===== src/rtl/sync_data_fifo.sv =====
// -----------------------------------------------------------------------------
// sync_data_fifo
//
// Purpose
//   Single-clock FIFO that buffers flits between a producer (spike/config
//   push) and a consumer (flit sender FSM) inside a neuromorphic node.
//   Storage lives in sync_data_fifo_ram, a synchronous dual-port RAM with
//   registered, read-before-write read port. The RAM is also usable on its
//   own, e.g. as a destination table.
//
// Ports (sync_data_fifo)
//   clk          in   1           clock, rising edge
//   rst_n        in   1           asynchronous, active-low reset
//   wr_en        in   1           push din this cycle
//   rd_en        in   1           pop head entry this cycle
//   din          in   DATA_WIDTH  write data
//   dout         out  DATA_WIDTH  read data, valid the cycle after an accepted pop
//   almost_full  out  1           count >= DEPTH-1
//   empty        out  1           count == 0
//
// Ports (sync_data_fifo_ram)
//   clk, wr_en, rd_en, wr_addr, wr_data, rd_addr, rd_data
//
// Configuration
//   DATA_FIFO_CHECK_EN : when defined, simulation-only messages are printed
//                        for writes to a full FIFO and reads from an empty
//                        FIFO. No functional change.
// -----------------------------------------------------------------------------

module sync_data_fifo_ram #(
    parameter int DATA_WIDTH = 59,
    parameter int ADDR_WIDTH = 4
) (
    input  logic                  clk,
    input  logic                  wr_en,
    input  logic                  rd_en,
    input  logic [ADDR_WIDTH-1:0] wr_addr,
    input  logic [DATA_WIDTH-1:0] wr_data,
    input  logic [ADDR_WIDTH-1:0] rd_addr,
    output logic [DATA_WIDTH-1:0] rd_data
);

    localparam int DEPTH = 1 << ADDR_WIDTH;

    // No reset on the array or the read register so the tools can map this
    // onto block RAM.
    logic [DATA_WIDTH-1:0] mem_q [0:DEPTH-1];

    always_ff @(posedge clk) begin
        if (wr_en) begin
            mem_q[wr_addr] <= wr_data;
        end
    end

    // Non-blocking read of the array gives read-before-write behaviour on a
    // same-address collision: the old word is returned.
    always_ff @(posedge clk) begin
        if (rd_en) begin
            rd_data <= mem_q[rd_addr];
        end
    end

endmodule

module sync_data_fifo #(
    parameter int DATA_WIDTH = 59,
    parameter int ADDR_WIDTH = 4
) (
    input  logic                  clk,
    input  logic                  rst_n,
    input  logic                  wr_en,
    input  logic                  rd_en,
    input  logic [DATA_WIDTH-1:0] din,
    output logic [DATA_WIDTH-1:0] dout,
    output logic                  almost_full,
    output logic                  empty
);

    localparam int                DEPTH       = 1 << ADDR_WIDTH;
    localparam logic [ADDR_WIDTH:0] PTR_ONE     = {{ADDR_WIDTH{1'b0}}, 1'b1};
    localparam logic [ADDR_WIDTH:0] AFULL_LEVEL = (ADDR_WIDTH + 1)'(DEPTH - 1);

    // Pointers carry one extra MSB to tell full from empty when the RAM
    // address bits match.
    logic [ADDR_WIDTH:0]   wr_ptr_q, wr_ptr_d;
    logic [ADDR_WIDTH:0]   rd_ptr_q, rd_ptr_d;
    logic                  rd_seen_q, rd_seen_d;
    logic [ADDR_WIDTH:0]   count;
    logic                  full;
    logic                  empty_w;
    logic                  rd_accept;
    logic                  wr_accept;
    logic [DATA_WIDTH-1:0] ram_rd_data;

    // ------------------------------------------------------------------
    // Status derived from the registered pointers
    // ------------------------------------------------------------------
    assign empty_w = (wr_ptr_q == rd_ptr_q);
    assign full    = (wr_ptr_q[ADDR_WIDTH] != rd_ptr_q[ADDR_WIDTH]) &&
                     (wr_ptr_q[ADDR_WIDTH-1:0] == rd_ptr_q[ADDR_WIDTH-1:0]);
    assign count   = wr_ptr_q - rd_ptr_q;

    assign empty       = empty_w;
    assign almost_full = (count >= AFULL_LEVEL);

    // A pop on a full FIFO frees the slot the simultaneous push lands in.
    // There is no bypass path: a push into an empty FIFO is not visible to
    // a read in the same cycle.
    assign rd_accept = rd_en && !empty_w;
    assign wr_accept = wr_en && (!full || rd_accept);

    // ------------------------------------------------------------------
    // Next-state logic
    // ------------------------------------------------------------------
    always_comb begin
        wr_ptr_d  = wr_ptr_q;
        rd_ptr_d  = rd_ptr_q;
        rd_seen_d = rd_seen_q;

        if (wr_accept) begin
            wr_ptr_d = wr_ptr_q + PTR_ONE;
        end
        if (rd_accept) begin
            rd_ptr_d  = rd_ptr_q + PTR_ONE;
            rd_seen_d = 1'b1;
        end
    end

    always_ff @(posedge clk or negedge rst_n) begin
        if (!rst_n) begin
            wr_ptr_q  <= '0;
            rd_ptr_q  <= '0;
            rd_seen_q <= 1'b0;
        end else begin
            wr_ptr_q  <= wr_ptr_d;
            rd_ptr_q  <= rd_ptr_d;
            rd_seen_q <= rd_seen_d;
        end
    end

    // ------------------------------------------------------------------
    // Storage
    // ------------------------------------------------------------------
    sync_data_fifo_ram #(
        .DATA_WIDTH (DATA_WIDTH),
        .ADDR_WIDTH (ADDR_WIDTH)
    ) u_ram (
        .clk     (clk),
        .wr_en   (wr_accept),
        .rd_en   (rd_accept),
        .wr_addr (wr_ptr_q[ADDR_WIDTH-1:0]),
        .wr_data (din),
        .rd_addr (rd_ptr_q[ADDR_WIDTH-1:0]),
        .rd_data (ram_rd_data)
    );

    // The RAM read register is the dout register (it only loads on an
    // accepted pop, so it holds otherwise). It has no reset, so dout is
    // forced to zero until the first pop after reset; this also makes a
    // mid-stream reset clear dout immediately.
    assign dout = rd_seen_q ? ram_rd_data : '0;

`ifdef DATA_FIFO_CHECK_EN
    always @(posedge clk) begin
        if (rst_n) begin
            if (wr_en && full && !rd_accept) begin
                $display("%t: ERROR: write to full fifo: %m", $time);
            end
            if (rd_en && empty_w) begin
                $display("%t: ERROR: read from empty fifo: %m", $time);
            end
        end
    end
`endif

endmodule


===== config.mk =====
export PLATFORM = sky130hd
export DESIGN_NAME = sync_data_fifo
export DESIGN_NICKNAME = d
export VERILOG_FILES = /design/src/rtl/sync_data_fifo.sv
export SDC_FILE = /design/constraint.sdc
export NUM_CORES = 1
export LEC_CHECK = 0
export CAP_MARGIN = 20
export CORE_MARGIN = 2
export CORE_UTILIZATION = 55
export CTS_CLUSTER_SIZE = 10
export DETAILED_ROUTE_END_ITERATION = 7
export GPL_ROUTABILITY_DRIVEN = 1
export PLACE_DENSITY_LB_ADDON = 0.2
export SLEW_MARGIN = 10
export SYNTH_ARGS = -nofsm -noshare
export SYNTH_HDL_FRONTEND = slang
export SYNTH_SLANG_ARGS = --single-unit

===== constraint.sdc =====
create_clock -name clk -period 19.8 [get_ports clk]
set_input_delay 3.96 -clock clk [delete_from_list [all_inputs] [get_ports clk]]
set_output_delay 3.96 -clock clk [all_outputs]
set_load 0.03 [all_outputs]

==> results.md, run 1 <==
* Status: completed
* TritonCTS buffer count at 111
* Clk pwr share at 0.270
* Final Max Slew Viols at 0
* Global-route wire length before repair at 123000 um
* Post-DRT Antenna Nets at 0
* DRT iter0 DRCs at 2060
* CP max FO at 44
* Crit path required time at 15.84 ns
* Die height at 270 um
* Cells after DPL at 2778
* Tmin final at 7.75 ns
* Area added between synthesis and finish at 13.5%
* Final setup vio count at 0
* Vias/cell at 6.29
* GRT Overall Usage at 0.230
* Worst Path Arrival at 3.79 ns
* Max rail drop VDD at 0.129 mV
* Library cells used by synthesis at 38
* Leading post-synthesis cells by cell area: edfxtp_1, mux4_2, mux2i_1, a32oi_1, and2_1
* Synthesis Warnings at 0
* Slew headroom at 0.211
* Worst setup SP type: flop
* DRC at 0
* Register area at 30400 um2
* Fin cells at 2925
* # Max-Cap Violations at 0
* Core area at 70000 um2
* Comb power frac at 0.298
* Fmax at 129 MHz
* Mapped Area at 38900 um2
* GP Congestion at 0.741
* CP Class: flop to output port
* Nature of the critical path endpoint: output port
* Unrepaired setup endpoints after global routing: false
* Initial antenna violation count at 9
* Sequential share of the synthesized area at 0.782
* Leakage at 0.0141 uW
* DR pass1 iterations at 5
* Setup_tns at 0 ns
* Die W at 270 um
* Setup Fix Bufs, Post-CTS at 0
* Nets at 2025
* Final WS setup at 12.05 ns
* Synth async-reset ratio at 0.0108
* Reg clk slew, reported paths at 0.05 ns
* PortBufs at 123
* Clock sinks at 1014
* #FFs+latches synth at 1014
* Gate Count Post-Synth at 1781
* Post-DP HPWL at 40300 um
* Sw Ratio at 0.306
* HP Class: flop to flop
* Sw Pwr at 1980 uW
* Top-count cell post-synth: edfxtp_1
* Final-report hold violation count at 0
* Tightest Pin Transition at 1.18 ns
* Htree depth at 3
* DP Worst Slack at 12.59 ns
* IO Count at 124
* Fin Clk Skew at 0.0181 ns
* Crit path max-delay family: buffers and inverters
* Main flop type after synthesis: edfxtp_1
* Max incr delay on CP at 0.87 ns
* Maximum buffer depth of the clock tree at 3
* Initial cell density of the core at 0.555
* Fill cells at 4684
* Final worst-path cycle share at 0.391
* Full die area at 72800 um2
* Slowest-stage cell, CP: dfrtp_4
* Post-CTS Hold Fix Bufs at 0
* Yosys top cell by area: edfxtp_1
* EDFF count, synth at 1003
* Post-Syn Nets at 1854
* Layout cells sized above 1 at 0.179
* GRT overflow at 0
* Pwr dens at 147 nW/um2
* Final Routed Wirelength at 82700 um
* CTS tree: done
* Pint at 4500 uW
* CP bufs+invs at 2
* Synth Area per Inst at 21.8 um2
* Vias in the first global route at 19200
* Via count at 18400
* Wirelength per Cell at 28.3 um
* Cts repair resizes at 0
* Worst-skew pair later-pin latency at 0.66 ns
* FP Rows at 97
* Most frequent cells after synthesis: edfxtp_1, mux2i_1, mux4_2
* Seq pwr share at 0.432
* Clock Tree Root: clkbuf_16
* Largest net degree at the start of global routing at 112
* Multi-input logic area at 7980 um2
* Crit-path cells: inv_1, ha_1, nor2b_1, o21ai_0, a21boi_0, o31ai_1, clkdlybuf4s50_1
* Top-area cell type share of the netlist area at 0.775
[logic make-up after synthesis]
family | after synthesis | synth area share
DFF | 1014 | 0.782
muxes | 354 | 0.148
AOI/OAI and AO/OA | 187 | 0.0340
buffers and inverters | 109 | 0.0149
and+or+nand+nor | 95 | 0.0150
xor gates and xnor gates | 12 | 0.00270
adders and majority gates | 10 | 0.00341
[area by class of cell]
cell class                 count  area share
multi-input combinational    658       0.181
antenna                        4    0.000227
tap                          940      0.0267
clock inverter                 7     0.00221
clock buffer                 135      0.0650
inverter                       8    0.000766
sequential                  1014       0.689
timing repair buffer         159      0.0351
[flip-flops by register name, summed over array words and instances, names as in the netlist]
register and count:
wr_ptr_q 5, rd_seen_q 1, rd_ptr_q 5, u_ram.mem_q 944
u_ram.rd_data 59
[metal layers]
metal | wire [um] | up-vias | global-route usage
met5 | 59 | - | 0
met4 | 1410 | 8 | 0.0677
met3 | 6010 | 117 | 0.0369
met2 | 40400 | 743 | 0.366
met1 | 34800 | 9748 | 0.335
li1 | - | 7779 | -
[worst reg2reg max path: cells and delay by family, from the launching register on]
kind	cells	cell delay (ns)
simple gates	3	0.61
fa+ha+maj	1	0.36
flops	1	0.87
compound gates	1	0.35
buf+inv	3	1.35
[power by group through the flow]
stage | clock, uW | combinational [uW] | sequential (uW)
after floorplan | 0 | 1380 | 2770
after global placement | 0 | 1920 | 2830
after detailed placement | 0 | 1950 | 2840
after CTS | 1780 | 1960 | 2800
after global routing | 1860 | 2060 | 2820
final | 1750 | 1930 | 2800
[through the flow]
stage	utilization	hold slack (ns)	power, uW	area [um2]
finish	0.630	0.541	6480	44100
floorplan	-	0.501	4150	38900
global placement	0.587	0.522	4750	41100
global route	0.630	0.581	6740	44100
detailed placement	0.587	0.527	4780	41100
CTS	0.630	0.544	6530	44100
[path summary, 6_finish.rpt]
kind                            depth (start not counted)  slack (ns)   startpoint            endpoint
worst max register to register                          8       15.88  rd_ptr_q[1]  u_ram.mem_q[5][45]
worst min-delay path                                    1        0.54  rd_ptr_q[4]         rd_ptr_q[4]
max in group asynchronous                               1       15.74        rst_n         rd_ptr_q[1]
worst min register to register                          1        0.54  rd_ptr_q[4]         rd_ptr_q[4]
min in group asynchronous                               1        3.65        rst_n           rd_seen_q
worst max-delay path                                    7       12.05  rd_ptr_q[1]         almost_full
[layout by cell type (no fill, tap or decap), types with 4 or more instances in the layout]
cell,instances
a32oi_1,59
dfrtp_1,7
edfxtp_1,1003
clkdlybuf4s50_1,123
o21ai_1,59
and2_4,11
clkinv_8,4
clkbuf_16,111
diode_2,4
buf_4,33
nor3b_2,4
nand4_1,4
clkbuf_1,24
mux4_2,175
xnor2_1,9
inv_1,5
ha_1,9
a22oi_1,59
nand2_1,5
and2_1,59
mux2i_1,177
Power figures use the tool's default switching activity.
==> run 2, diff against run 1 <==
- clock period: 19.8 -> 6.71 ns (I/O delays scaled with it)
==> results.md, run 2 (synthesis gave the netlist of run 1 again) <==
* Final setup vio count at 0
* GRT overflow at 0
* Seq pwr share at 0.433
* Crit path max-delay family: flip-flops
* Layer with the highest usage: met2
* Worst hold stages at 1
* PortBufs at 123
* DR pass1 iterations at 5
* Post-DP HPWL at 41300 um
* Post-DRT Antenna Nets at 0
* Maximum buffer depth of the clock tree at 3
* Vias in the first global route at 19000
* Slew headroom at 0.221
* Area added between synthesis and finish at 13.4%
* HP Class: flop to flop
* Final Routed Wirelength at 82200 um
* Vias/cell at 6.28
* Pint at 13300 uW
* Largest net degree at the start of global routing at 151
* Worst r2r src: rd_ptr_q[0]
* Final Max Slew Viols at 0
* Cts repair resizes at 0
* Wirelength per Cell at 28.2 um
* Clock Tree Root: clkbuf_16
* Largest register FFs at 944
* Pwr dens at 433 nW/um2
* CTS tree: done
* Clock sinks at 1014
* Biggest regs: u_ram.mem_q (944), u_ram.rd_data (59)
* M3 GR Usage at 0.0420
* Sw Ratio at 0.304
* Comb power frac at 0.295
* Register area at 30400 um2
* Met2 global-route usage at 0.368
* Post-Route Utilization at 0.629
* Unrepaired setup endpoints after global routing: false
* Hold Startpoint: rd_ptr_q[4]
* Multi-input logic area at 7980 um2
* Die W at 270 um
* Worst-skew pair later-pin latency at 0.67 ns
* DRC at 0
* Max rail drop VDD at 0.380 mV
* Fill cells at 4736
* WHS at 0.541 ns
* Fin Clk Skew at 0.0156 ns
* Leakage at 0.0141 uW
* Full die area at 72800 um2
* Reg clk slew, reported paths at 0.05 ns
* Setup Fix Bufs, Post-CTS at 0
* IO Count at 124
* Layout cells sized above 1 at 0.179
* TritonCTS buffer count at 112
* Status: completed
* Initial antenna violation count at 6
* Reg2reg path depth at 6
* Largest register by flop count: u_ram.mem_q
* Reg-to-reg endpoint: u_ram.mem_q[5][22]
* DRT iter0 DRCs at 1910
* Final worst-path cycle share at 0.785
* Nets at 2023
* R2r setup slk at 2.69 ns
* Sw Pwr at 5810 uW
* Crit path required time at 5.37 ns
* Post-CTS Hold Fix Bufs at 0
* Worst Path Arrival at 3.93 ns
* CP max FO at 47
* GP Congestion at 0.753
* Nature of the critical path endpoint: output port
* FP Rows at 97
* GRT Overall Usage at 0.229
* Fmax at 190 MHz
* Leading cell types in the layout, fill and taps excluded: edfxtp_1, mux2i_1, mux4_2
* Via count at 18300
* Global-route wire length before repair at 122000 um
* Final-report hold violation count at 0
* Max incr delay on CP at 1.06 ns
* Worst setup SP type: flop
* Hold Crit Endpoint: rd_ptr_q[4]
* Clk pwr share at 0.272
* Die height at 270 um
* Most common cell after layout, fill and taps aside: edfxtp_1
* CP bufs+invs at 2
* Htree depth at 3
* # Max-Cap Violations at 0
* Core area at 70000 um2
* Tmin final at 5.27 ns
* Slowest-stage cell, CP: dfrtp_4
* CP Class: flop to output port
* GR met1 Demand/Resource at 0.325
* Initial cell density of the core at 0.555
* Crit-path cells: ha_1, inv_1, fa_1, xor2_1, nand3b_1, o31ai_1, clkdlybuf4s50_1
* Tightest Pin Transition at 1.17 ns
## run 2: cell count changes in the layout (fill, tap and decap cells not counted), moves of 2 or more
cell	delta
clkbuf_1	-8
inv_16	+2
clkbuf_16	+2
buf_4	-2
clkinv_8	-4
diode_2	-2
## run 2: worst max-delay path by stage
stage | from | end | slack [ns] | cells after the start
floorplan | rd_ptr_q[1] | u_ram.mem_q[4][0] | -0.19 | 9
global placement | rd_ptr_q[0] | almost_full | 2.05 | 7
detailed placement | rd_ptr_q[0] | almost_full | 2.00 | 7
CTS | rd_ptr_q[0] | almost_full | 1.28 | 7
global route | rd_ptr_q[0] | almost_full | 1.20 | 7
finish | rd_ptr_q[0] | almost_full | 1.44 | 7
## run 2: metal layers
metal,routed length [um],share of wire,up-vias
li1,-,-,7762
met1,34200,0.42,9662
met2,40200,0.49,738
met3,6130,0.075,129
met4,1700,0.021,6
met5,40,0.00049,-
## run 2: area by class of cell
type / instances / share of cell area
diodes: 2 / 0.000114
multi-input cells: 658 / 0.181
inverters: 8 / 0.000766
well taps: 940 / 0.0267
clock inverters: 8 / 0.00210
repair buffers: 156 / 0.0341
flip-flops and latches: 1014 / 0.690
clock buffers: 129 / 0.0655
## run 2: through the flow
stage | cells | setup TNS (ns) | total power (uW) | instance area (um2) | worst slack, ns
3_5_place_dp | 2776 | 0 | 14100 | 41100 | 2.00
5_1_grt | 2913 | 0 | 19900 | 44100 | 1.20
4_1_cts | 2913 | 0 | 19300 | 44100 | 1.28
3_3_place_gp | 2776 | 0 | 14000 | 41100 | 2.05
6_report | 2915 | 0 | 19100 | 44100 | 1.44
2_1_floorplan | 1781 | -45.53 | 12300 | 38900 | -0.193
## run 2: power groups by stage
stage / Combinational (uW) / Clock (uW) / Sequential, uW
final: 5640 / 5200 / 8260
after CTS: 5700 / 5290 / 8270
after detailed placement: 5670 / 0 / 8400
after global routing: 6010 / 5540 / 8330
after global placement: 5630 / 0 / 8360
after floorplan: 4070 / 0 / 8180
==> variant (flow settings as in run 2) <==
Build with the macro `DATA_FIFO_CHECK_EN` defined.
--- a/src/rtl/sync_data_fifo.sv
+++ b/src/rtl/sync_data_fifo.sv
@@ -28,2 +28,4 @@
 // -----------------------------------------------------------------------------
+
+`define DATA_FIFO_CHECK_EN
 
Function: no difference found for any inputs over 4 cycles, from zero or initial values and one cycle with rst_n low; that may be too few to reach the edited logic, so the function may still have changed.
==> variant against run 2 <==
Sequential cell count unchanged; first-iteration DRC count shrank 0.79%; sequential share of layout area is 0.23 points lower; final area is 0.35% higher; total power rose by 0.97%; sequential power hardly changed; clock power is 3% higher; worst hold slack improved by 15 ps; routed wire length grew 5.6%; setup slack better by 400 ps; area after synthesis barely moved; clock skew increased by 0.73 ps; die area about the same; core utilization is 0.22 points higher.
==> variant: results (changes against run 2) <==
Logic synthesis
  • Post-Syn Nets: 1854 (unchanged)
  • Synth cell count leaders: 1003 x edfxtp_1, 177 x mux2i_1, 175 x mux4_2, 71 x and2_1 (unchanged)
  • Synth async-reset ratio: 1.08% (unchanged)
  • Synth Area in Adders: 0.341% (about the same)
  • Mux share of post-synthesis cell area: 14.8% (about the same)
  • Area contributors post-synth: edfxtp_1 77%, mux4_2 10%, mux2i_1 4.6%, a32oi_1 1.3%, and2_1 1.1% (unchanged)
  • Xor/xnor cell area share of the yosys netlist: 0.270% (about the same)
  • Synth Area in Compound Gates: 3.40% (about the same)
  • Seq/Total Area, Yosys: 78.2% (about the same)

GRT
  • GR Layer Usage met2: 40.8% (was 36.8%)
  • First-pass GRT wire length: 127000 um (was 122000 um)
  • GR Util met3: 3.39% (was 4.20%)
  • Initial antenna violation count: 5 (was 6)
  • Largest net degree at the start of global routing: 139 (was 151)
  • GRT Overall Usage: 23.9% (was 22.9%)
  • Met1 Track Usage GR: 32.3% (was 32.5%)
  • Number of global-route vias before repair: 19209 (was 19048)

Timing
  • Final clock skew: 16.3 ps (was 15.6 ps)
  • Worst-Margin Slew: 1110 ps (was 1170 ps)
  • Minimum clock period: 4870 ps (was 5270 ps)

Placement
  • Placed Cells: 2773 (was 2776)
  • Placer Congestion: 0.733 (was 0.753)
  • DP HPWL: 41200 um (was 41300 um)
  • Dpl ws: 2400 ps (was 2000 ps)

Drt
  • Initial DRC count: 1895 (was 1910)
  • Initial DRT Pass Iterations: 7 (was 5)
  • Via count: 18474 (was 18297)
  • Wirelength, routed: 86900 um (was 82200 um)

Clock network
  • Reg clk slew, reported paths: 50 ps (about the same)
  • Post-CTS Setup Inserts: 0 (unchanged)
  • H-tree lvl count: 3 (unchanged)
  • Clk Latency, worst-skew pair: 650 ps (was 670 ps)

Setup path
  • CP max stage delay: 730 ps (was 1060 ps)
  • CP delay by family, top: buffers and inverters (was flip-flops)
  • CP arrival: 3520 ps (was 3930 ps)
  • Max FO, Critical Path: 33 (was 47)
  • Worst r2r src: rd_ptr_q[3] (was rd_ptr_q[0])
  • R2R setup slack: 2420 ps (was 2690 ps)
  • Worst Setup Path Type: flop to output pin (unchanged)
  • RR Endpoint: u_ram.mem_q[15][57] (was u_ram.mem_q[5][22])
  • R2R depth: 7 (was 6)

Finish
  • Fillers: 4715 (was 4736)
  • Post-Layout Cell Count: 2935 (was 2915)
  • Share of cells above drive strength 1: 17.7% (was 17.9%)
  • Nets: 2020 (was 2023)

Run status
  • Status: finished clean (unchanged)

Power and ir drop
  • Leakage: 14.1 nW (about the same)
  • VDD IR-drop max: 0.469 mV (was 0.380 mV)
## variant: changes by cell type in the layout (fill, tap and decap cells not counted), sizes merged
cell,run 2,this run
clkbuf,129,154
diode,2,4
buf,33,30
clkinvlp,1,0
clkinv,3,2
inv,12,10
## variant: worst min path at each step
stage / start / endpoint / slack, ps / cells past startpoint
after floorplan: rd_ptr_q[4] / rd_ptr_q[4] / 500 / 1
after global placement: rd_ptr_q[4] / rd_ptr_q[4] / 520 / 1
after detailed placement: rd_ptr_q[4] / rd_ptr_q[4] / 540 / 1
after CTS: rd_ptr_q[4] / rd_ptr_q[4] / 550 / 1
after global routing: rd_ptr_q[4] / rd_ptr_q[4] / 570 / 1
final: rd_ptr_q[4] / rd_ptr_q[4] / 560 / 1
## variant: cells by family (layout without fill, tap and decap cells)
family | Yosys count | in the layout
flops | 1014 | 1014
mux | 354 | 354
compound gates | 187 | 187
buf+inv | 109 | 319
simple gates | 95 | 95
xor+xnor | 12 | 12
fa+ha+maj | 10 | 10
other cells | 0 | 4
## variant: cell type report
cell class | count | area share, %
antenna | 4 | 0.0226
inverter | 8 | 0.0764
tap | 940 | 2.66
timing repair buffer | 153 | 3.46
multi-input combinational | 658 | 18.0
clock buffer | 154 | 6.93
clock inverter | 4 | 0.0679
sequential | 1014 | 68.7
## variant: metrics by stage
step	hold WS (ps)	setup TNS (ps)	area, um^2	power [mW]
global route	572	0	44200	20.0
floorplan	502	-23710	38900	12.3
detailed placement	536	0	41100	14.1
finish	556	0	44200	19.3
CTS	546	0	44200	19.5
global placement	525	0	41100	14.0
## variant: per-layer routing
| layer | wire [um] | up-vias |
|---|---|---|
| met5 | 17 | - |
| met1 | 34900 | 9828 |
| met3 | 5160 | 130 |
| met2 | 44900 | 701 |
| li1 | - | 7811 |
| met4 | 1840 | 4 |
## variant: power breakdown
part,internal (mW),total [mW],switching [mW]
sequential,7.92,8.29,0.364
clock,3.11,5.35,2.24
combinational,2.38,5.65,3.27
